File: config.mk
export PLATFORM = sky130hd
export DESIGN_NAME = pipe_seq_ctrl
export DESIGN_NICKNAME = d
export VERILOG_FILES = /design/src/rtl/pipe_seq_ctrl.sv
export SDC_FILE = /design/constraint.sdc
export NUM_CORES = 1
export LEC_CHECK = 0
export ABC_AREA = 1
export ABC_CLOCK_PERIOD_IN_PS = 3200
export BUFFER_PORTS_ARGS = -buffer_cell sky130_fd_sc_hd__buf_2
export CAP_MARGIN = 20
export CORE_MARGIN = 5
export CORE_UTILIZATION = 61
export CTS_BUF_LIST = sky130_fd_sc_hd__clkbuf_8
export CTS_CLUSTER_SIZE = 24
export DETAILED_ROUTE_END_ITERATION = 10
export PLACE_DENSITY = 0.86
export SLEW_MARGIN = 20
export SYNTH_ARGS = -nofsm -noshare
export SYNTH_HDL_FRONTEND = slang
export SYNTH_SLANG_ARGS = --single-unit
export TNS_END_PERCENT = 50
File: constraint.sdc
create_clock -name clk -period 3.2 [get_ports clk]
set_input_delay 0.64 -clock clk [delete_from_list [all_inputs] [get_ports clk]]
set_output_delay 0.64 -clock clk [all_outputs]
set_load 0.01 [all_outputs]
File: src/rtl/pipe_seq_ctrl.sv
// rtl/pipe_seq_ctrl.sv - front-end sequencer: table clear sweep, fetch warm-up, flush/drain control
module pipe_seq_ctrl #(
    parameter int  INIT_DEPTH        = 32,
    parameter int  FETCH_TO_ID_DELAY = 2,
    parameter int  DRAIN_CYCLES      = 4,
    localparam int IDX_W   = (INIT_DEPTH > 1) ? $clog2(INIT_DEPTH) : 1,
    localparam int MAX_CNT = (FETCH_TO_ID_DELAY > DRAIN_CYCLES) ? FETCH_TO_ID_DELAY : DRAIN_CYCLES,
    localparam int CNT_W   = $clog2(MAX_CNT + 1)
) (
    input  logic             clk,
    input  logic             rst,
    input  logic             flush_req,
    input  logic             rob_empty,
    output logic             init_we,
    output logic [IDX_W-1:0] init_addr,
    output logic             if_en,
    output logic             id_en,
    output logic             flush,
    output logic             busy,
    output logic             ready
);

    typedef enum logic [2:0] {
        S_IDLE,
        S_INIT,
        S_WARM,
        S_RUN,
        S_FLUSH,
        S_DRAIN
    } state_t;

    localparam logic [IDX_W-1:0] LAST_IDX   = IDX_W'(INIT_DEPTH - 1);
    localparam logic [CNT_W-1:0] WARM_LAST  = CNT_W'(FETCH_TO_ID_DELAY - 1);
    localparam logic [CNT_W-1:0] DRAIN_LAST = CNT_W'(DRAIN_CYCLES - 1);

    state_t           r_state, w_next_state;
    logic [IDX_W-1:0] r_idx, w_next_idx;
    logic [CNT_W-1:0] r_cnt, w_next_cnt;

    always_ff @(posedge clk) begin
        if (rst) begin
            r_state <= S_IDLE;
            r_idx   <= '0;
            r_cnt   <= '0;
        end else begin
            r_state <= w_next_state;
            r_idx   <= w_next_idx;
            r_cnt   <= w_next_cnt;
        end
    end

    always_comb begin
        w_next_state = r_state;
        w_next_idx   = r_idx;
        w_next_cnt   = r_cnt;
        case (r_state)
            S_IDLE: begin
                w_next_state = S_INIT;
                w_next_idx   = '0;
                w_next_cnt   = '0;
            end
            S_INIT: begin
                // flush_req is deliberately not looked at: nothing is fetching yet
                if (r_idx == LAST_IDX) begin
                    w_next_state = S_WARM;
                    w_next_cnt   = '0;
                end else begin
                    w_next_idx = r_idx + IDX_W'(1);
                end
            end
            S_WARM: begin
                if (flush_req) begin
                    w_next_state = S_FLUSH;
                    w_next_cnt   = '0;
                end else if (r_cnt >= WARM_LAST) begin
                    w_next_state = S_RUN;
                    w_next_cnt   = '0;
                end else begin
                    w_next_cnt = r_cnt + CNT_W'(1);
                end
            end
            S_RUN: begin
                if (flush_req) begin
                    w_next_state = S_FLUSH;
                    w_next_cnt   = '0;
                end
            end
            S_FLUSH: begin
                w_next_state = flush_req ? S_FLUSH : S_DRAIN;
                w_next_cnt   = '0;
            end
            S_DRAIN: begin
                // a new flush beats the exit; the count saturates while waiting on the ROB
                if (flush_req) begin
                    w_next_state = S_FLUSH;
                    w_next_cnt   = '0;
                end else if ((r_cnt >= DRAIN_LAST) && rob_empty) begin
                    w_next_state = S_WARM;
                    w_next_cnt   = '0;
                end else if (r_cnt < DRAIN_LAST) begin
                    w_next_cnt = r_cnt + CNT_W'(1);
                end
            end
            default: begin
                w_next_state = S_IDLE;
                w_next_idx   = '0;
                w_next_cnt   = '0;
            end
        endcase
    end

    assign init_we   = (r_state == S_INIT);
    assign init_addr = (r_state == S_INIT) ? r_idx : '0;
    assign if_en     = (r_state == S_WARM) || (r_state == S_RUN);
    assign id_en     = (r_state == S_RUN);
    assign flush     = (r_state == S_FLUSH);
    assign busy      = (r_state == S_INIT) || (r_state == S_FLUSH) || (r_state == S_DRAIN);
    assign ready     = (r_state == S_RUN);

    a_id_needs_if: assert property (@(posedge clk) id_en |-> if_en);
    a_flush_quiet: assert property (@(posedge clk) flush |-> (!if_en && !id_en));
    a_we_in_init:  assert property (@(posedge clk) init_we |-> (r_state == S_INIT));

endmodule

==> impl_summary.md, run 1 <==
STA
The number of hold violations in the final report is 0. Summed over all failing endpoints, the final setup total negative slack is 0 ps. For the pin with the worst max-slew slack, the measured transition is 362 ps. Dividing the final minimum period by the clock period gives 58.0%.

For this run, the top clock speed supported by timing is 538 MHz. The count of pins over their slew limit is 0. Headroom to the max-slew limit came out at 75.8%. The smallest clock period supported by the final layout is computed as 1860 ps. The worst hold slack is 499 ps. Setup violations remaining at the end of the flow were counted as 0. Setup repair after global routing left no endpoint under its margin.

Across the routed clock network, the largest skew measured is 2.67 ps.

Floorplanning
The standard-cell row count is 13. The top-level I/O count is 15. The die span in x is 47.9 um. The initial cell density of the core is 65.6%. The core box area is 1330 um^2.

The die covers 2290 um^2. From bottom edge to top edge, the die measures 47.9 um.

Critical path
Data on the critical path is required at its endpoint by 2560 ps. The worst-path maximum fanout is 8. Among all stages on the critical path, the largest delay is contributed by sky130_fd_sc_hd__dfxtp_1. The worst-case reg-to-reg path depth is 11. The type of the worst setup path is reg2out. For flop-to-flop paths, the worst setup slack is 1640 ps. The type of element launching the critical path is a flop. The critical path's top delay family is flip-flops. The kind of end point of the critical path is a primary output.

The critical path goes through inv_2 > nand3_2 > nor2_1 > buf_2. The biggest cell delay along the critical path is 530 ps. The endpoint identified for the worst register-to-register timing path is r_state[2]$_SDFFE_PP0P_. Together, buffers and inverters on the worst path number 2.

The worst reg2reg path startpoint is r_idx[0]$_SDFFE_PP0P_. The critical path runs through a total of 4 cells. At the worst endpoint, the arrival time is 1220 ps.

Place
The total of buffers placed on input and output ports is 14. The post-detailed-placement half-perimeter wirelength is 1.59 mm. Once placement completed, the tool counted placed cells totaling 165. In this run the cell area measured after placement is 956 um^2. At the end of routability-driven placement, the weighted congestion stood at 0.825.

Clock network
In this run, post-CTS repair resized a total of 0 instances. The clock input transition at the sequential cells of the worst setup and hold paths is 50 ps. The post-CTS setup repair buffer count is 0. Clock tree synthesis selected as its root buffer the cell sky130_fd_sc_hd__clkbuf_8. The CTS tree is done.

In this run the deepest clock path goes through 2 buffers. The number of buffers created by CTS is 3. CTS saw 11 sinks. The maximum level of the CTS H-tree is 1.

The number of buffers inserted by hold repair at cts is 0. The latest clock arrival within the worst-skew pair is 240 ps.

Synth
The synthesized instance count is 137. The sequential-to-total area share from yosys stat is 25.2%. Synthesis instantiated 22 different standard cells from the library. The number of nets produced by synthesis is 148. The total number of yosys warnings is 0. The per-instance average area after synthesis is 6.38 um^2. After synthesis the cells add up to 875 um^2.

The count of state elements after synthesis is 11.

Global routing
The number of global-route vias before repair is 802. The combined global-route utilization of all metal layers is 20.6%. The global-route wire length before repair is 3.35 mm.

Entering global routing, the biggest net connects 9 pins. The total overflow left after global routing is 0. The number of antenna violations at the first check in global routing came to 0.

Worst hold path
The worst hold path begins at r_cnt[2]$_SDFFE_PP0P_. The worst hold path was traced through 2 stages. The worst-case hold path end point is r_cnt[2]$_SDFFE_PP0P_.

The type of the tightest min-delay check is reg2reg.

Run
The number of max-capacitance violations reported is 0.

Drt
After detailed routing, the total wire length is 1.98 mm. The routed via count divided by cell count is 5.21. The mean routed wirelength per cell is 11.7 um. The remaining antenna violation count is 0.

The residual DRC count is 0. For this block, the via count after detailed routing is 881. Before antenna repair, the detailed router went through 4 iterations. The first routing iteration left 24 violations.

Final layout
The number of nets in the final layout is 166. After routing the design area is 1000 um^2. 0 antenna diodes ended up in the layout. Compared with the post-synthesis result, the final layout area differs by 14.4%.

The number of non-filler instances in the completed layout is 169. Of the cells placed in the final design, the portion with a size suffix greater than 1 is 24.0%.

Pwr
The worst-case IR drop observed on VDD is 0.473 mV. The total power density per cell area is 724 nW/um^2. The standby leakage power is 0.000547 uW.

Run status
The run finished with clean final reports.
## logic make-up (layout without fill, tap and decap cells)
logic type / count (synthesis) / after routing / share of synthesized area [%]
xor gates and xnor gates: 1 / 1 / 1.00
AOI/OAI and AO/OA: 16 / 16 / 10.2
and+or+nand+nor: 72 / 72 / 40.3
adders and majority gates: 7 / 7 / 10.0
DFF: 11 / 11 / 25.2
buffers and inverters: 30 / 47 / 13.3
## report_power, final
group / switching, uW / leakage (uW) / internal, uW
Combinational: 245 / 0.000431 / 137
Clock: 49.3 / 0.0000269 / 83.9
Sequential: 45.6 / 0.0000895 / 163
## area by class of cell
class / count / area, um^2
clock buffers: 3 / 41.3
clock inverters: 1 / 3.75
fillers: 114 / 333
inverters: 29 / 109
multi-input cells: 96 / 538
flip-flops and latches: 11 / 220
well taps: 15 / 18.8
repair buffers: 14 / 70.1
## worst max-delay path by stage
stage                            start      endpoint
2_1_floorplan  r_state[1]$_SDFFE_PP0P_         ready
3_3_place_gp   r_state[1]$_SDFFE_PP0P_  init_addr[3]
3_5_place_dp   r_state[1]$_SDFFE_PP0P_  init_addr[3]
4_1_cts        r_state[1]$_SDFFE_PP0P_  init_addr[3]
5_1_grt        r_state[2]$_SDFFE_PP0P_  init_addr[0]
6_report       r_state[1]$_SDFFE_PP0P_  init_addr[2]
## cells in the final DEF (no fill, tap or decap)
cell,netlist,layout
sky130_fd_sc_hd__buf_2,0,14
sky130_fd_sc_hd__inv_1,24,25
sky130_fd_sc_hd__nand4_1,3,3
sky130_fd_sc_hd__xor2_1,1,1
sky130_fd_sc_hd__nand3_2,3,3
sky130_fd_sc_hd__inv_2,5,5
sky130_fd_sc_hd__nand3_1,7,7
sky130_fd_sc_hd__o21bai_1,1,1
sky130_fd_sc_hd__nor3b_2,1,1
sky130_fd_sc_hd__nand2_1,27,27
sky130_fd_sc_hd__ha_1,7,7
sky130_fd_sc_hd__a21oi_1,8,8
sky130_fd_sc_hd__nor2_1,18,18
sky130_fd_sc_hd__o21ai_1,1,1
sky130_fd_sc_hd__o21ai_0,4,4
sky130_fd_sc_hd__a21oi_2,1,1
sky130_fd_sc_hd__nor2_4,2,2
sky130_fd_sc_hd__clkbuf_8,0,3
sky130_fd_sc_hd__dfxtp_1,11,11
sky130_fd_sc_hd__o21a_1,1,1
sky130_fd_sc_hd__nor2_2,4,4
sky130_fd_sc_hd__nand2_2,4,4
sky130_fd_sc_hd__nor3_1,3,3
## per-stage QoR
| step | setup WS [ps] | total power (uW) | utilization [%] |
|---|---|---|---|
| 3_3_place_gp | 1640 | 572 | 71.7 |
| 4_1_cts | 1350 | 725 | 75.0 |
| 6_report | 1340 | 725 | 75.0 |
| 2_1_floorplan | 1730 | 496 | - |
| 3_5_place_dp | 1610 | 583 | 71.7 |
| 5_1_grt | 1280 | 792 | 75.0 |
## Yosys cell counts
master                     count  share of area, %
sky130_fd_sc_hd__a21oi_1       8               4.6
sky130_fd_sc_hd__a21oi_2       1               1.0
sky130_fd_sc_hd__buf_4         1              0.86
sky130_fd_sc_hd__dfxtp_1      11                25
sky130_fd_sc_hd__ha_1          7                10
sky130_fd_sc_hd__inv_1        24                10
sky130_fd_sc_hd__inv_2         5               2.1
sky130_fd_sc_hd__nand2_1      27                12
sky130_fd_sc_hd__nand2_2       4               2.9
sky130_fd_sc_hd__nand3_1       7               4.0
sky130_fd_sc_hd__nand3_2       3               3.4
sky130_fd_sc_hd__nand4_1       3               2.1
sky130_fd_sc_hd__nor2_1       18               7.7
sky130_fd_sc_hd__nor2_2        4               2.9
sky130_fd_sc_hd__nor2_4        2               2.6
sky130_fd_sc_hd__nor3_1        3               1.7
sky130_fd_sc_hd__nor3b_2       1               1.4
sky130_fd_sc_hd__o21a_1        1              0.86
sky130_fd_sc_hd__o21ai_0       4               2.3
sky130_fd_sc_hd__o21ai_1       1              0.57
sky130_fd_sc_hd__o21bai_1      1              0.86
sky130_fd_sc_hd__xor2_1        1               1.0
## worst reg2reg max path: stages (launching register included)
cell and delay, ps:
sky130_fd_sc_hd__dfxtp_1 360, sky130_fd_sc_hd__ha_1 170, sky130_fd_sc_hd__inv_1 60, sky130_fd_sc_hd__nor3_1 130, sky130_fd_sc_hd__ha_1 230, sky130_fd_sc_hd__nor2_2 70
sky130_fd_sc_hd__nor2_4 100, sky130_fd_sc_hd__inv_2 60, sky130_fd_sc_hd__nor2_4 130, sky130_fd_sc_hd__nand2_1 60, sky130_fd_sc_hd__nand2_1 60, sky130_fd_sc_hd__nor2_1 40
## layer usage
| layer | vias to the layer above | wire length [um] | GRT usage (%) |
|---|---|---|---|
| met3 | 4 | 125 | 6.02 |
| met5 | - | 0 | 0 |
| met2 | 32 | 1010 | 35.6 |
| met4 | 0 | 17 | 4.30 |
| met1 | 384 | 828 | 25.3 |
| li1 | 461 | - | - |
## flip-flops by register name (all words and copies together), names as in the netlist
name     flops
r_idx        5
r_cnt        3
r_state      3
Power figures use the tool's default switching activity.
==> inputs of run 2 (changes only) <==
--- a/config.mk
+++ b/config.mk
@@ -6,15 +6,15 @@
 export NUM_CORES = 1
 export LEC_CHECK = 0
 export ABC_AREA = 1
-export ABC_CLOCK_PERIOD_IN_PS = 3200
+export ABC_CLOCK_PERIOD_IN_PS = 1600
 export BUFFER_PORTS_ARGS = -buffer_cell sky130_fd_sc_hd__buf_2
 export CAP_MARGIN = 20
 export CORE_MARGIN = 5
-export CORE_UTILIZATION = 61
+export CORE_UTILIZATION = 51
 export CTS_BUF_LIST = sky130_fd_sc_hd__clkbuf_8
 export CTS_CLUSTER_SIZE = 24
 export DETAILED_ROUTE_END_ITERATION = 10
-export PLACE_DENSITY = 0.86
+export PLACE_DENSITY = 0.76
 export SLEW_MARGIN = 20
 export SYNTH_ARGS = -nofsm -noshare
 export SYNTH_HDL_FRONTEND = slang
==> constraint.sdc (replaced) <==
create_clock -name clk -period 1.6 [get_ports clk]
set_input_delay 0.32 -clock clk [delete_from_list [all_inputs] [get_ports clk]]
set_output_delay 0.32 -clock clk [all_outputs]
set_load 0.01 [all_outputs]
==> impl_summary.md, run 2 (synthesis results as in run 1) <==
STA
At the pin with the least slew margin, the transition time is 347 ps. Based on the critical path, the design can be clocked at up to 655 MHz. The count of pins over their slew limit is 0.

The final setup violation count is 0. After routing, the total negative slack on setup checks comes to 0 ps. The post-route clock period utilization is 95.5%.

The number of hold violations in the final report is 0. Setup repair after global routing could not meet its margin everywhere. The final clock skew is 5.27 ps. The routed design could run at a clock period as short as 1530 ps.

The max-slew headroom at the worst pin is 76.8%. Hold timing on the final database bottoms out at a slack of 342 ps.

Place
The total of buffers placed on input and output ports is 14. The post-detailed-placement half-perimeter wirelength is 1.56 mm. At the end of routability-driven placement, the weighted congestion stood at 0.836.

Critical path
The logic depth of the worst path, buffers included is 4. The number of buffers and inverters on the critical path is 2. The worst-case reg-to-reg path depth is 11. The data arrival time at the worst-slack endpoint is 1210 ps. The capture instance of the worst register-to-register path is r_state[0]$_SDFFE_PP0P_. The critical path's top delay family is flip-flops. The type of the worst setup path is reg2out. The worst register-to-register path has a setup slack of 90 ps. In this design, the stage delay of the slowest critical-path cell is 520 ps. The worst setup path is launched from a flop.

The worst register-to-register path begins at r_idx[0]$_SDFFE_PP0P_. The worst-path maximum fanout is 8. Data on the critical path is required at its endpoint by 1280 ps. On the critical path, the stage with the largest delay is an instance of sky130_fd_sc_hd__dfxtp_1. Walking the worst path, the cells encountered are inv_2 > nand3_2 > nor2_1 > buf_2. The kind of end point of the critical path is a primary output.

Final layout
The filler cell count is 158. The number of nets in the final layout is 166. The area added between synthesis and finish is 16.2%. The repair_antennas step left the layout with diodes totalling 0.

The largest registers in the layout are r_idx: 5 flops, r_cnt: 3 flops, r_state: 3 flops. The register with the most flip-flops in the layout has 5 of them. The share of layout cells above drive strength 1 is 27.9%.

In the layout the commonest cells are sky130_fd_sc_hd__nand2_1, sky130_fd_sc_hd__inv_1, sky130_fd_sc_hd__nor2_1. The leading cell type in the layout, fill and taps excluded is sky130_fd_sc_hd__nand2_1. The register with the highest flop count is r_idx.

Clock network
The number of buffers created by CTS is 3. The CTS tree is done. In this run the number of H-tree levels came out at 1.

The maximum clock path buffer count is 2. Clock-pin slew was measured on the worst setup and hold paths at 50 ps. Clock tree synthesis selected as its root buffer the cell sky130_fd_sc_hd__clkbuf_8. Clock tree synthesis found a total of 11 sinks. The number of hold buffers added after CTS was 0.

The latest clock arrival within the worst-skew pair is 240 ps.

Pwr
Cell internal power was estimated by the tool at 772 uW. The analysis attributes to net switching a power of 682 uW. The proportion of power drawn by flip-flops and latches is 28.3%.

The portion of total power attributed to the clock network is 18.4%. Combinational cells account for 53.3% of the total power. The net switching fraction of the power is 46.9%. The maximum vdd ir drop is 1.06 mV. Power spread over the standard cell area amounts to 1430 nW/um^2.

The standby leakage power is 0.000546 uW.

Drt
The count of routing violations after the opening detailed-route iteration is 24. The routed wire length is 1.95 mm. The mean routed wirelength per cell is 11.4 um. The routed via count divided by cell count is 5.26. Summing over every cut layer, the via total after detailed routing is 899. For this run, the detailed router's first-pass iteration total came to 4. The residual DRC count is 0. The remaining antenna violation count is 0.

Floorplanning
Row generation in the floorplan step produced 15 rows. Measured along the y axis, the die boundary spans 51.4 um. Once the floorplan was initialized, standard cells occupied 52.4% of the core. The top-level I/O count is 15.

The total area inside the core boundary comes to 1670 um^2. From left edge to right edge, the die measures 51.4 um. The die covers 2640 um^2.

Global routing
Global routing used 16.6% of the available tracks. The number of antenna violations at the first check in global routing is 0. The global-route wire length before repair is 3.41 mm. The leftover overflow at the end of global routing is 0. Entering global routing, the biggest net connects 9 pins.

The number of global-route vias before repair came to 854.

Worst hold path
The number of cells on the worst hold path is 2. The beginning of the worst hold path is rst. The worst hold path belongs to the class in2reg. The worst hold path terminates at r_state[1]$_SDFFE_PP0P_.

Run status
The flow ran to the end, and the final reports show no timing, DRC or antenna violations.

Run
The number of max-capacitance violations reported is 0.
==> run 2: cell counts in the layout (fill, tap and decap cells not counted) <==
Identical to the previous run, type by type.
==> run 2: routing by layer <==
| metal | routed length (um) | GRT usage [%] | vias to the layer above | share of wire [%] |
|---|---|---|---|---|
| li1 | - | - | 461 | - |
| met1 | 825 | 18.0 | 414 | 42 |
| met2 | 985 | 31.1 | 20 | 50 |
| met3 | 102 | 2.33 | 4 | 5.2 |
| met4 | 38 | 7.42 | 0 | 1.9 |
| met5 | 0 | 0 | - | 0 |
==> run 2: final cells by class <==
type                    count  area, um^2  share of cell area [%]
multi-input cells          96         548                    53.9
inverters                  29         109                    10.7
well taps                  17        21.3                    2.09
repair buffers             14        70.1                    6.90
clock inverters             1        3.75                   0.369
flip-flops and latches     11         223                    21.9
clock buffers               3        41.3                    4.06
==> run 2: worst max-delay path by stage <==
stage,start,endpoint,slack (ps)
2_1_floorplan,r_idx[1]$_SDFFE_PP0P_,r_state[2]$_SDFFE_PP0P_,200
3_3_place_gp,r_cnt[0]$_SDFFE_PP0P_,r_cnt[2]$_SDFFE_PP0P_,140
3_5_place_dp,r_idx[0]$_SDFFE_PP0P_,r_state[0]$_SDFFE_PP0P_,40
4_1_cts,r_idx[0]$_SDFFE_PP0P_,r_state[0]$_SDFFE_PP0P_,20
5_1_grt,r_idx[0]$_SDFFE_PP0P_,r_state[0]$_SDFFE_PP0P_,-40
6_report,r_state[1]$_SDFFE_PP0P_,init_addr[4],70
==> run 2: power by group through the flow <==
| stage | logic, uW | clock network (uW) | registers [uW] |
|---|---|---|---|
| after detailed placement | 766 | 0 | 415 |
| after floorplan | 595 | 0 | 397 |
| final | 775 | 267 | 411 |
| after global routing | 873 | 288 | 422 |
| after global placement | 736 | 0 | 411 |
| after CTS | 775 | 271 | 408 |
==> run 2: timing repair <==
item / in CTS / in global routing
gates resized for setup: 0 / 7
buffers inserted: 0 / 0
endpoints found under the setup margin: 0 / 9
==> run 2: per-stage QoR <==
step | cell area [um^2] | cells | util, % | setup slack, ps | power, uW
after global placement | 958 | 167 | 57.4 | 143 | 1150
final | 1020 | 171 | 60.8 | 72.7 | 1450
after global routing | 1020 | 171 | 60.8 | -39.4 | 1580
after detailed placement | 958 | 167 | 57.4 | 44.5 | 1180
after floorplan | 875 | 137 | - | 197 | 992
after CTS | 1000 | 171 | 60.1 | 20.6 | 1450
==> run 2: worst register-to-register path, stage by stage (launching register included) <==
cell                      delay, ps
sky130_fd_sc_hd__dfxtp_2        330
sky130_fd_sc_hd__ha_1           150
sky130_fd_sc_hd__inv_2           50
sky130_fd_sc_hd__nor3_2         140
sky130_fd_sc_hd__ha_2           230
sky130_fd_sc_hd__nor2_2          60
sky130_fd_sc_hd__nor2_4         100
sky130_fd_sc_hd__inv_2           60
sky130_fd_sc_hd__nor2_4         130
sky130_fd_sc_hd__nand2_1         60
sky130_fd_sc_hd__nand2_1         60
sky130_fd_sc_hd__nor2_1          40
